--- src/rtl/elevator_run_indicator.sv ---
// Elevator car motion controller with a direction-showing LED chaser.
// One request at a time; the car steps one floor per LED_W animation ticks.
module elevator_run_indicator #(
  parameter int FLOORS   = 4,
  parameter int LED_W    = 5,
  parameter int TICK_DIV = 47000000,
  localparam int FW = (FLOORS > 2) ? $clog2(FLOORS) : 1
) (
  input  logic             clk,
  input  logic             reset,
  input  logic             start_stop,
  input  logic             req_valid,
  input  logic [FW-1:0]    req_floor,
  output logic             req_ready,
  output logic [LED_W-1:0] led,
  output logic [FW-1:0]    cur_floor,
  output logic             moving,
  output logic             dir_up,
  output logic             arrive
);

  localparam int CW = (TICK_DIV > 1) ? $clog2(TICK_DIV) : 1;
  localparam int PW = $clog2(LED_W);

  localparam logic [CW-1:0] TICK_LAST = CW'(TICK_DIV - 1);
  localparam logic [PW-1:0] PH_LAST   = PW'(LED_W - 1);
  localparam logic [FW:0]   FLOORS_W  = (FW + 1)'(FLOORS);

  localparam logic [LED_W-1:0] LED_UP0 = {{(LED_W-1){1'b0}}, 1'b1};
  localparam logic [LED_W-1:0] LED_DN0 = {1'b1, {(LED_W-1){1'b0}}};

  typedef enum logic [1:0] {
    S_IDLE,
    S_UP,
    S_DOWN
  } state_e;

  state_e           state_q, state_d;
  logic [FW-1:0]    tgt_q, tgt_d;
  logic [FW-1:0]    cur_q, cur_d;
  logic [LED_W-1:0] led_q, led_d;
  logic [PW-1:0]    ph_q, ph_d;
  logic [CW-1:0]    cnt_q, cnt_d;
  logic             arrive_q, arrive_d;
  logic             moving_q, moving_d;
  logic             dir_up_q, dir_up_d;
  logic             ready_q, ready_d;

  logic             tick;
  logic             req_ok;
  logic             going_up;
  logic [FW-1:0]    nxt_floor;

  always_comb begin
    state_d   = state_q;
    tgt_d     = tgt_q;
    cur_d     = cur_q;
    led_d     = led_q;
    ph_d      = ph_q;
    cnt_d     = cnt_q;
    arrive_d  = 1'b0;
    tick      = (cnt_q == TICK_LAST);
    req_ok    = req_valid && ({1'b0, req_floor} < FLOORS_W);
    going_up  = (state_q == S_UP);
    nxt_floor = going_up ? cur_q + 1'b1 : cur_q - 1'b1;

    unique case (state_q)
      S_IDLE: begin
        if (req_ok) begin
          if (req_floor == cur_q) begin
            arrive_d = 1'b1;
          end else begin
            tgt_d = req_floor;
            ph_d  = '0;
            cnt_d = '0;
            if (req_floor > cur_q) begin
              state_d = S_UP;
              led_d   = LED_UP0;
            end else begin
              state_d = S_DOWN;
              led_d   = LED_DN0;
            end
          end
        end
      end
      S_UP, S_DOWN: begin
        // Everything freezes while the run enable is low.
        if (start_stop) begin
          cnt_d = tick ? '0 : cnt_q + 1'b1;
          if (tick) begin
            if (ph_q != PH_LAST) begin
              ph_d  = ph_q + 1'b1;
              led_d = going_up ? led_q << 1 : led_q >> 1;
            end else begin
              cur_d = nxt_floor;
              ph_d  = '0;
              if (nxt_floor == tgt_q) begin
                state_d  = S_IDLE;
                led_d    = '0;
                arrive_d = 1'b1;
              end else begin
                led_d = going_up ? LED_UP0 : LED_DN0;
              end
            end
          end
        end
      end
      default: begin
        state_d = S_IDLE;
        led_d   = '0;
      end
    endcase

    moving_d = (state_d != S_IDLE);
    dir_up_d = (state_d == S_UP);
    ready_d  = (state_d == S_IDLE);
  end

  always_ff @(posedge clk) begin
    if (reset) begin
      state_q  <= S_IDLE;
      tgt_q    <= '0;
      cur_q    <= '0;
      led_q    <= '0;
      ph_q     <= '0;
      cnt_q    <= '0;
      arrive_q <= 1'b0;
      moving_q <= 1'b0;
      dir_up_q <= 1'b0;
      ready_q  <= 1'b1;
    end else begin
      state_q  <= state_d;
      tgt_q    <= tgt_d;
      cur_q    <= cur_d;
      led_q    <= led_d;
      ph_q     <= ph_d;
      cnt_q    <= cnt_d;
      arrive_q <= arrive_d;
      moving_q <= moving_d;
      dir_up_q <= dir_up_d;
      ready_q  <= ready_d;
    end
  end

  assign req_ready = ready_q;
  assign led       = led_q;
  assign cur_floor = cur_q;
  assign moving    = moving_q;
  assign dir_up    = dir_up_q;
  assign arrive    = arrive_q;

endmodule

--- config.mk ---
export PLATFORM = sky130hd
export DESIGN_NAME = elevator_run_indicator
export DESIGN_NICKNAME = d
export VERILOG_FILES = /design/src/rtl/elevator_run_indicator.sv
export SDC_FILE = /design/constraint.sdc
export NUM_CORES = 1
export LEC_CHECK = 0
export CORE_UTILIZATION = 65
export CTS_BUF_LIST = sky130_fd_sc_hd__clkbuf_4 sky130_fd_sc_hd__clkbuf_8
export DETAILED_ROUTE_END_ITERATION = 16
export DONT_BUFFER_PORTS = 1
export PLACE_DENSITY = 0.93
export SLEW_MARGIN = 20
export SYNTH_ARGS = -nofsm -noshare
export SYNTH_HDL_FRONTEND = slang
export SYNTH_SLANG_ARGS = --single-unit
--- constraint.sdc ---
create_clock -name clk -period 3.16 [get_ports clk]
set_clock_uncertainty 0.1 [all_clocks]
set_input_delay 0.316 -clock clk [delete_from_list [all_inputs] [get_ports clk]]
set_output_delay 0.316 -clock clk [all_outputs]
set_load 0.02 [all_outputs]
==> flow_metrics.tcl, run 1 <==
set metrics [dict create \
    status "finished, final reports clean" \
    maxCapViolCount 0 \
    setup_tns_ns 0 \
    area_growth_pct 5.547 \
    setup_viol 0 \
    synth_compound_area_share_pct 14.53 \
    synthArstFlopShare_pct 0 \
    via_per_inst 6.405 \
    drt-pass1-iter-count 6 \
    synth_cell_types 48 \
    synth.avg_cell_area_um2 8.551 \
    r2r.worst_path.cells 6 \
    syn-num-nets 291 \
    fin_util_pct 73.19 \
    tightest_slew_ns 0.8347 \
    power_leakage_nw 0.8435 \
    grt_pass1_wl_um 9025 \
    path_clk_slew_ns 0.15 \
    cp-end-kind "flop" \
    synthXorXnorAreaFrac_pct 9.456 \
    worstSkewPairLatency_ns 0.36 \
    grt_max_degree 15 \
    postRouteAntennaNets 0 \
    critPathMaxFanout 8 \
    hold_viol 0 \
    hp-class "input port to flop" \
    drt-initial-drc-count 152 \
    io_pins 17 \
    grt_pass1_vias 1954 \
    place_congestion 0.8809 \
    die_w_um 62.37 \
    rsz0062_at_grt "no" \
    dpl.hpwl_um 3883 \
    route.detailed.drc 0 \
    grt_util_all_layers_pct 29.51 \
    drive_above_1_share_pct 6.738 \
    synth-edff-count 0 \
    fmax_mhz 379.1 \
    max-slew-margin-rel_pct 44.30 \
    wl_per_cell_um 16.53 \
    fillCellCount 261 \
    fin_crit_sh_pct 83.47 \
    final_common_cell "dfxtp_1" \
    core_area_mm2 0.003416 \
    num_rows 21 \
    clock_path_buffers 2 \
    h-tree-depth 2 \
    power_density_mw_per_mm2 431.1 \
    antenna_found_initial 0 \
    cp.arrival_ns 2.81 \
    synth_fa_ha_area_share_pct 4.226 \
    die_h_um 62.37 \
    slew_viol_final 0 \
    cts_tree "done" \
    cts_buffers 5 \
    initial_utilization_pct 69.34 \
    layout.nets 295 \
    dieArea_mm2 0.003889 \
    cts_resized 0 \
    clockRootBuffer "clkbuf_4" \
    syn_area_mm2 0.002369 \
    max-vdd-ir-drop_mv 0.3964 \
    yosysWarnings 0 \
    layout_common_cells "44 x dfxtp_1, 28 x nor2_1, 15 x inv_1, 15 x nand2_1, 15 x xnor2_1" \
    vias 2101 \
    ys.flop_type "dfxtp_1" \
    antennaDiodeCount 0 \
    rrSetupSlack_ns 0.52 \
    hold_depth 2 \
    min_period_ns 2.638 \
    overflow 0 \
    synth-seq-cells 44 \
    io_buffer_count 0 \
    power_mw 1.078 \
    synth_top_family_by_area "simple AND/OR/NAND/NOR gates" \
    required_ns 3.33 \
    worstSetupPathType "flop to flop" \
    synth_mux_area_share_pct 2.958 \
    yosys.area_share.simple_pct 27.73 \
    ys_seq_area_share_pct 37.19 \
    cts_sinks 44 \
    start_kind "flop" \
    syn_inst 277 \
    wirelength_um 5421 \
    fin_hold_ws_ns 0.01469 \
]
flip-flops by register name (all words and copies together) (netlist names):
register   flops
cnt_q         26
ph_q           3
state_q        2
moving         1
dir_up         1
led            5
arrive         1
cur_floor      2
tgt_q          2
req_ready      1
layout make-up:
class / count / area (µm²) / share of cell area [%]
well taps: 46 / 57.56 / 2.302
repair buffers: 5 / 40.04 / 1.602
flip-flops and latches: 44 / 880.8 / 35.24
inverters: 16 / 60.06 / 2.402
multi-input cells: 209 / 1395 / 55.81
clock buffers: 6 / 51.30 / 2.052
clock inverters: 2 / 15.01 / 0.6006
through the flow:
stage,cell area [µm²],std cells,setup slack (ns)
6_report,2500,328,0.5224
5_1_grt,2500,328,0.3194
4_1_cts,2500,328,0.5497
3_5_place_dp,2424,319,0.5872
3_3_place_gp,2424,319,0.7333
2_1_floorplan,2369,277,0.8530
cell usage after synthesis (4+ instances only):
cell type / number / area share, %
nand2b_1: 6 / 1.6
o21ai_0: 11 / 2.3
clkbuf_1: 6 / 0.95
inv_1: 15 / 2.4
nand3_1: 13 / 2.7
nor3_1: 10 / 2.1
nor4_1: 11 / 2.9
nand4_1: 10 / 2.6
xnor2_1: 15 / 5.5
nor2_1: 28 / 4.4
a31oi_1: 4 / 1.1
xor2_1: 8 / 3.0
mux2i_1: 7 / 3.0
and3_1: 4 / 1.1
a21oi_1: 12 / 2.5
ha_1: 8 / 4.2
dfxtp_1: 44 / 37
nand2_1: 15 / 2.4
or4_1: 4 / 1.3
timing repair:
item / 4_1_cts / 5_1_grt
hold buffers: 1 / 0
setup buffers: 0 / 0
endpoints found under the hold margin: 11 / 0
metal layers:
layer | track usage, % | share of wire [%] | vias to the layer above
li1 | - | - | 1022
met1 | 37.69 | 44 | 984
met2 | 49.59 | 49 | 87
met3 | 6.434 | 6.0 | 8
met4 | 9.302 | 0.98 | 0
met5 | 0 | 0 | -
power by group:
| group | switching [mW] | internal, mW |
|---|---|---|
| sequential | 0.0264 | 0.572 |
| clock | 0.193 | 0.108 |
| combinational | 0.116 | 0.0613 |
| total | 0.336 | 0.742 |
kinds of logic (layout without fill, tap and decap cells):
| logic type | after synthesis | count (layout) |
|---|---|---|
| flip-flops | 44 | 44 |
| buffers and inverters | 24 | 29 |
| multiplexers | 7 | 7 |
| AND/OR/NAND/NOR | 118 | 118 |
| AO/OA/AOI/OAI | 52 | 52 |
| XOR/XNOR | 24 | 24 |
| adder cells (fa/ha/maj) | 8 | 8 |
critical path, stage by stage (launching register included):
cell and delay, ns:
dfxtp_1 0.52, inv_1 0.09, ha_1 0.34, a21boi_1 0.36, o21ai_0 0.32, or4_1 0.60
a21oi_1 0.21
worst paths after layout:
kind / startpoint / end
max reg2reg: cur_floor[1] / led[2]
max: cur_floor[1] / led[2]
min reg2reg: ph_q[1] / ph_q[1]
min: req_valid / arrive
Power figures use the tool's default switching activity.
==> inputs of run 2 (changes only) <==
Settings changed: CORE_UTILIZATION 65 to 59, PLACE_DENSITY 0.93 to 0.9.
Clock period 3.16 ns to 2.24 ns, I/O delays scaled along.
==> run 2 against run 1 <==
Effect of this change:
- the run now ends with hold timing left
- maximum frequency grew 18%
- non-clock buffer count increased by 24
- combinational power up 73%
- largest cell class unchanged
- largest power group unchanged
==> flow_metrics.tcl, run 2 (synthesis results as in run 1) <==
set metrics [dict create \
    postCtsHoldBufs 2 \
    io_buffer_count 0 \
    dpl.hpwl_um 4185 \
    cp-end-kind "flop" \
    route.detailed.drc 0 \
    max_stage_delay_ns 0.63 \
    final_common_cell "dfxtp_1" \
    cp.depth 6 \
    initial_utilization_pct 63.27 \
    grt_pass1_vias 2125 \
    maxCapViolCount 0 \
    largest_register_ff_count 26 \
    clockRootBuffer "clkbuf_8" \
    drive_above_1_share_pct 18.95 \
    die_h_um 65.36 \
    cts_buffers 5 \
    fmax_mhz 447.0 \
    fin_crit_sh_pct 99.87 \
    status "finished, violations left" \
    layout_common_cells "39 x dfxtp_1, 28 x nor2_1, 26 x buf_4" \
    max-vdd-ir-drop_mv 0.5222 \
    rrSetupSlack_ns 0.003 \
    min_period_ns 2.237 \
    worstSkewPairLatency_ns 0.31 \
    slew_viol_final 0 \
    grt_pass1_wl_um 9825 \
    violations "hold timing" \
    power_density_mw_per_mm2 629.5 \
    power_mw 1.771 \
    power_leakage_nw 1.033 \
    worstSetupPathType "flop to flop" \
    tightest_slew_ns 0.3722 \
    grt_util_all_layers_pct 29.88 \
    cts_tree "done" \
    critical_path.slowest_cell "or4b_2" \
    cp.arrival_ns 2.37 \
    timing.rr.end "dir_up" \
    h-tree-depth 2 \
    hold_start "reset" \
    drt-pass1-iter-count 5 \
    hold_path_end "cur_floor[1]" \
    r2r.worst_path.cells 6 \
    overflow 0 \
    place_congestion 0.8956 \
    die_w_um 65.36 \
    r2r-start "cnt_q[14]" \
    wl_per_cell_um 17.34 \
    io_pins 17 \
    hold_viol 9 \
    critPathMaxFanout 5 \
    setup_viol 0 \
    top_register "cnt_q" \
    multiInputGateArea_mm2 0.001459 \
    postRouteAntennaNets 0 \
    grt_max_degree 25 \
    wirelength_um 6137 \
    max-slew-margin-rel_pct 75.02 \
    via_per_inst 6.441 \
    timing.critical_path.max_delay_family "simple AND/OR/NAND/NOR gates" \
    drt-initial-drc-count 231 \
    clock_path_buffers 2 \
    hold_depth 1 \
    dieArea_mm2 0.004272 \
    path_cells "buf_4 -> or4b_2 -> nor4_2 -> a31oi_2 -> a2bb2oi_1 -> a21boi_1" \
    layout.nets 319 \
    start_kind "flop" \
    path_clk_slew_ns 0.08 \
    area_growth_pct 18.75 \
    register_area_um2 887.1 \
    crit_buf_inv 1 \
    antennaDiodeCount 0 \
    core_area_mm2 0.003744 \
    fillCellCount 256 \
    hp-class "input port to flop" \
    antenna_found_initial 0 \
    required_ns 2.37 \
    fin_hold_ws_ns -0.1262 \
    vias 2280 \
    num_rows 22 \
    cts_sinks 44 \
]
==> run 2: final cells by class <==
cell class                      count  share of cell area, %
Inverter                           16                  2.135
Tap cell                           48                  2.135
Timing Repair Buffer               29                  8.363
Sequential cell                    44                  31.54
Clock inverter                      2                  1.246
Multi-Input combinational cell    209                  51.87
Clock buffer                        6                  2.714
==> run 2: through the flow <==
stage / util [%] / worst slack (ns) / TNS [ns] / instances / area, µm²
final: 75.13 / 0.003020 / 0 / 354 / 2813
after global routing: 75.13 / -0.04023 / -0.09186 / 354 / 2813
after CTS: 73.06 / 0.001160 / 0 / 351 / 2735
after detailed placement: 69.28 / 0.02835 / 0 / 341 / 2594
after global placement: 69.28 / 0.09942 / 0 / 341 / 2594
after floorplan: - / 0.05127 / 0 / 277 / 2374
==> run 2: repair_timing <==
| action | CTS | global route |
|---|---|---|
| hold endpoints to repair | 11 | 9 |
| pin swaps | 1 | 4 |
| gates resized for setup | 2 | 17 |
| setup endpoints to repair | 2 | 25 |
| setup buffers | 0 | 3 |
==> run 2: worst max path at each step <==
stage | startpoint | to | slack, ns
6_report | cnt_q[14] | dir_up | 0.003
5_1_grt | cnt_q[6] | cur_floor[1] | -0.04
4_1_cts | cnt_q[14] | dir_up | 0.001
3_5_place_dp | cur_floor[1] | led[1] | 0.03
3_3_place_gp | cnt_q[14] | dir_up | 0.1
2_1_floorplan | cur_floor[1] | cnt_q[10] | 0.05
==> run 2: power breakdown <==
part | switching [mW] | internal (mW)
clock | 0.276 | 0.343
combinational | 0.179 | 0.127
sequential | 0.0371 | 0.808
total | 0.493 | 1.28
==> run 2: per-layer routing <==
layer	up-vias	track usage (%)	share of wire [%]
met1	1087	37.23	42
met4	0	10.60	2.3
li1	1070	-	-
met5	-	0	0
met2	105	51.42	49
met3	18	5.035	6.7
==> inputs of run 3 (changes only) <==
Settings changed: CORE_UTILIZATION 59 to 65, PLACE_DENSITY 0.9 to 0.93.
Clock period 2.24 ns to 2.2 ns, I/O delays scaled along.
==> run 3 against run 2 <==
Effect of this change:
- the run ends with setup timing left
- global-route usage is 3.7 points higher
- total power is 2.1% lower
- combinational power is 14% higher
- sequential cell count stayed put
- sequential share of layout area is 0.50 points lower
==> flow_metrics.tcl, run 3 (synthesis results as in run 1) <==
set metrics [dict create \
    status "finished, violations left" \
    violations "setup timing" \
    drt-initial-drc-count 368 \
    largest_register_ff_count 26 \
    io_buffer_count 0 \
    grt_util_all_layers_pct 33.62 \
    final_common_cell "dfxtp_1" \
    io_pins 17 \
    route.detailed.drc 0 \
    hold_viol 0 \
    power_leakage_nw 1.034 \
    drt-pass1-iter-count 5 \
    place_congestion 0.8798 \
    top_register "cnt_q" \
    max-vdd-ir-drop_mv 0.6770 \
    cts_tree "done" \
    max-slew-margin-rel_pct 67.11 \
    required_ns 2.41 \
    num_rows 21 \
    path_clk_slew_ns 0.14 \
    register_area_um2 887.1 \
    dpl.hpwl_um 4113 \
    worstSkewPairLatency_ns 0.38 \
    hp-class "input port to flop" \
    min_period_ns 2.272 \
    critPathMaxFanout 4 \
    grt_max_degree 25 \
    start_kind "flop" \
    layout.nets 324 \
    antenna_found_initial 0 \
    fin_hold_ws_ns 0.03582 \
    sequentialPowerShare_pct 49.6 \
    fin_crit_sh_pct 103.3 \
    power.share.clock_pct 30.2 \
    p_comb_share_pct 20.2 \
    drive_above_1_share_pct 20.58 \
    grt_pass1_vias 2190 \
    worstSetupPathType "flop to flop" \
    core_area_mm2 0.003416 \
    clockRootBuffer "clkbuf_4" \
    slew_viol_final 0 \
    crit_buf_inv 1 \
    wirelength_um 7648 \
    vias 2510 \
    path_cells "or4b_4 -> nor4_4 -> buf_4 -> nand4_1 -> or3_1 -> a21oi_1" \
    area_growth_pct 20.65 \
    cp.arrival_ns 2.48 \
    p_switching_uw 519.9 \
    h-tree-depth 2 \
    grt_pass1_wl_um 10210 \
    die_w_um 62.37 \
    maxCapViolCount 0 \
    setup_slack_ns -0.07202 \
    p_int_mw 1.214 \
    overflow 0 \
    wl_per_cell_um 21.42 \
    initial_utilization_pct 69.34 \
    pre_cts_ws_ns 0.01191 \
    fillCellCount 186 \
    timing.critical_path.max_delay_family "simple AND/OR/NAND/NOR gates" \
    cts_sinks 44 \
    swShare_pct 29.98 \
    fmax_mhz 440.1 \
    multiInputGateArea_mm2 0.001491 \
    via_per_inst 7.031 \
    critical_path.slowest_cell "or4b_4" \
    clock_path_buffers 2 \
    layout_common_cells "41 x dfxtp_1, 29 x buf_4, 28 x nor2_1" \
    postRouteAntennaNets 0 \
    power_density_mw_per_mm2 606.8 \
    setup_tns_ns -0.1498 \
    die_h_um 62.37 \
    setup_viol 3 \
    max_stage_delay_ns 0.55 \
    cts_buffers 5 \
    tightest_slew_ns 0.4917 \
    dieArea_mm2 0.003889 \
    cp-end-kind "flop" \
    antennaDiodeCount 0 \
]
run 3: stage by stage:
stage	util [%]	power, mW	cell area, µm²	std cells
after floorplan	-	1.064	2374	277
after global placement	76.52	1.148	2614	342
after detailed placement	76.52	1.160	2614	342
after CTS	80.40	1.668	2746	354
after global routing	83.66	1.796	2858	357
final	83.66	1.734	2858	357
run 3: cell type report:
class | count | area share (%)
Multi-Input combinational cell | 209 | 52.19
Inverter | 16 | 2.233
Clock buffer | 6 | 1.576
Tap cell | 46 | 2.014
Sequential cell | 44 | 31.04
Clock inverter | 2 | 1.226
Timing Repair Buffer | 34 | 9.720
run 3: final timing paths:
check                           startpoint           end  slack (ns)  depth (start not counted)
worst max-delay path              cnt_q[6]  cur_floor[1]       -0.07                          6
worst min-delay path                 reset     cnt_q[19]        0.04                          2
worst max register to register    cnt_q[6]  cur_floor[1]       -0.07                          6
worst min register to register     ph_q[1]       ph_q[1]        0.42                          2
run 3: what timing repair did:
action | in CTS | in global routing
pin swaps | 0 | 2
hold endpoints to repair | 13 | 0
setup endpoints to repair | 1 | 38
resized for setup | 2 | 22
hold buffers | 4 | 0
buffers inserted | 0 | 3
run 3: power groups by stage:
stage          clock [mW]  sequential [mW]  combinational, mW
3_3_place_gp            0            0.872              0.276
2_1_floorplan           0            0.872              0.192
3_5_place_dp            0            0.875              0.286
4_1_cts             0.513            0.857              0.298
5_1_grt             0.558            0.863              0.375
6_report            0.524            0.860              0.350
run 3: per-layer routing:
metal | vias to the layer above | global-route usage [%] | wire, µm
li1 | 1074 | - | -
met1 | 1152 | 41.18 | 2845
met2 | 230 | 55.63 | 3516
met3 | 54 | 6.985 | 891
met4 | 0 | 17.15 | 395
met5 | - | 0 | 0
run 3: worst register-to-register path: stages (launching register included):
cell	delay (ns)
dfxtp_2	0.37
or4b_4	0.55
nor4_4	0.25
buf_4	0.20
nand4_1	0.14
or3_1	0.42
a21oi_1	0.19
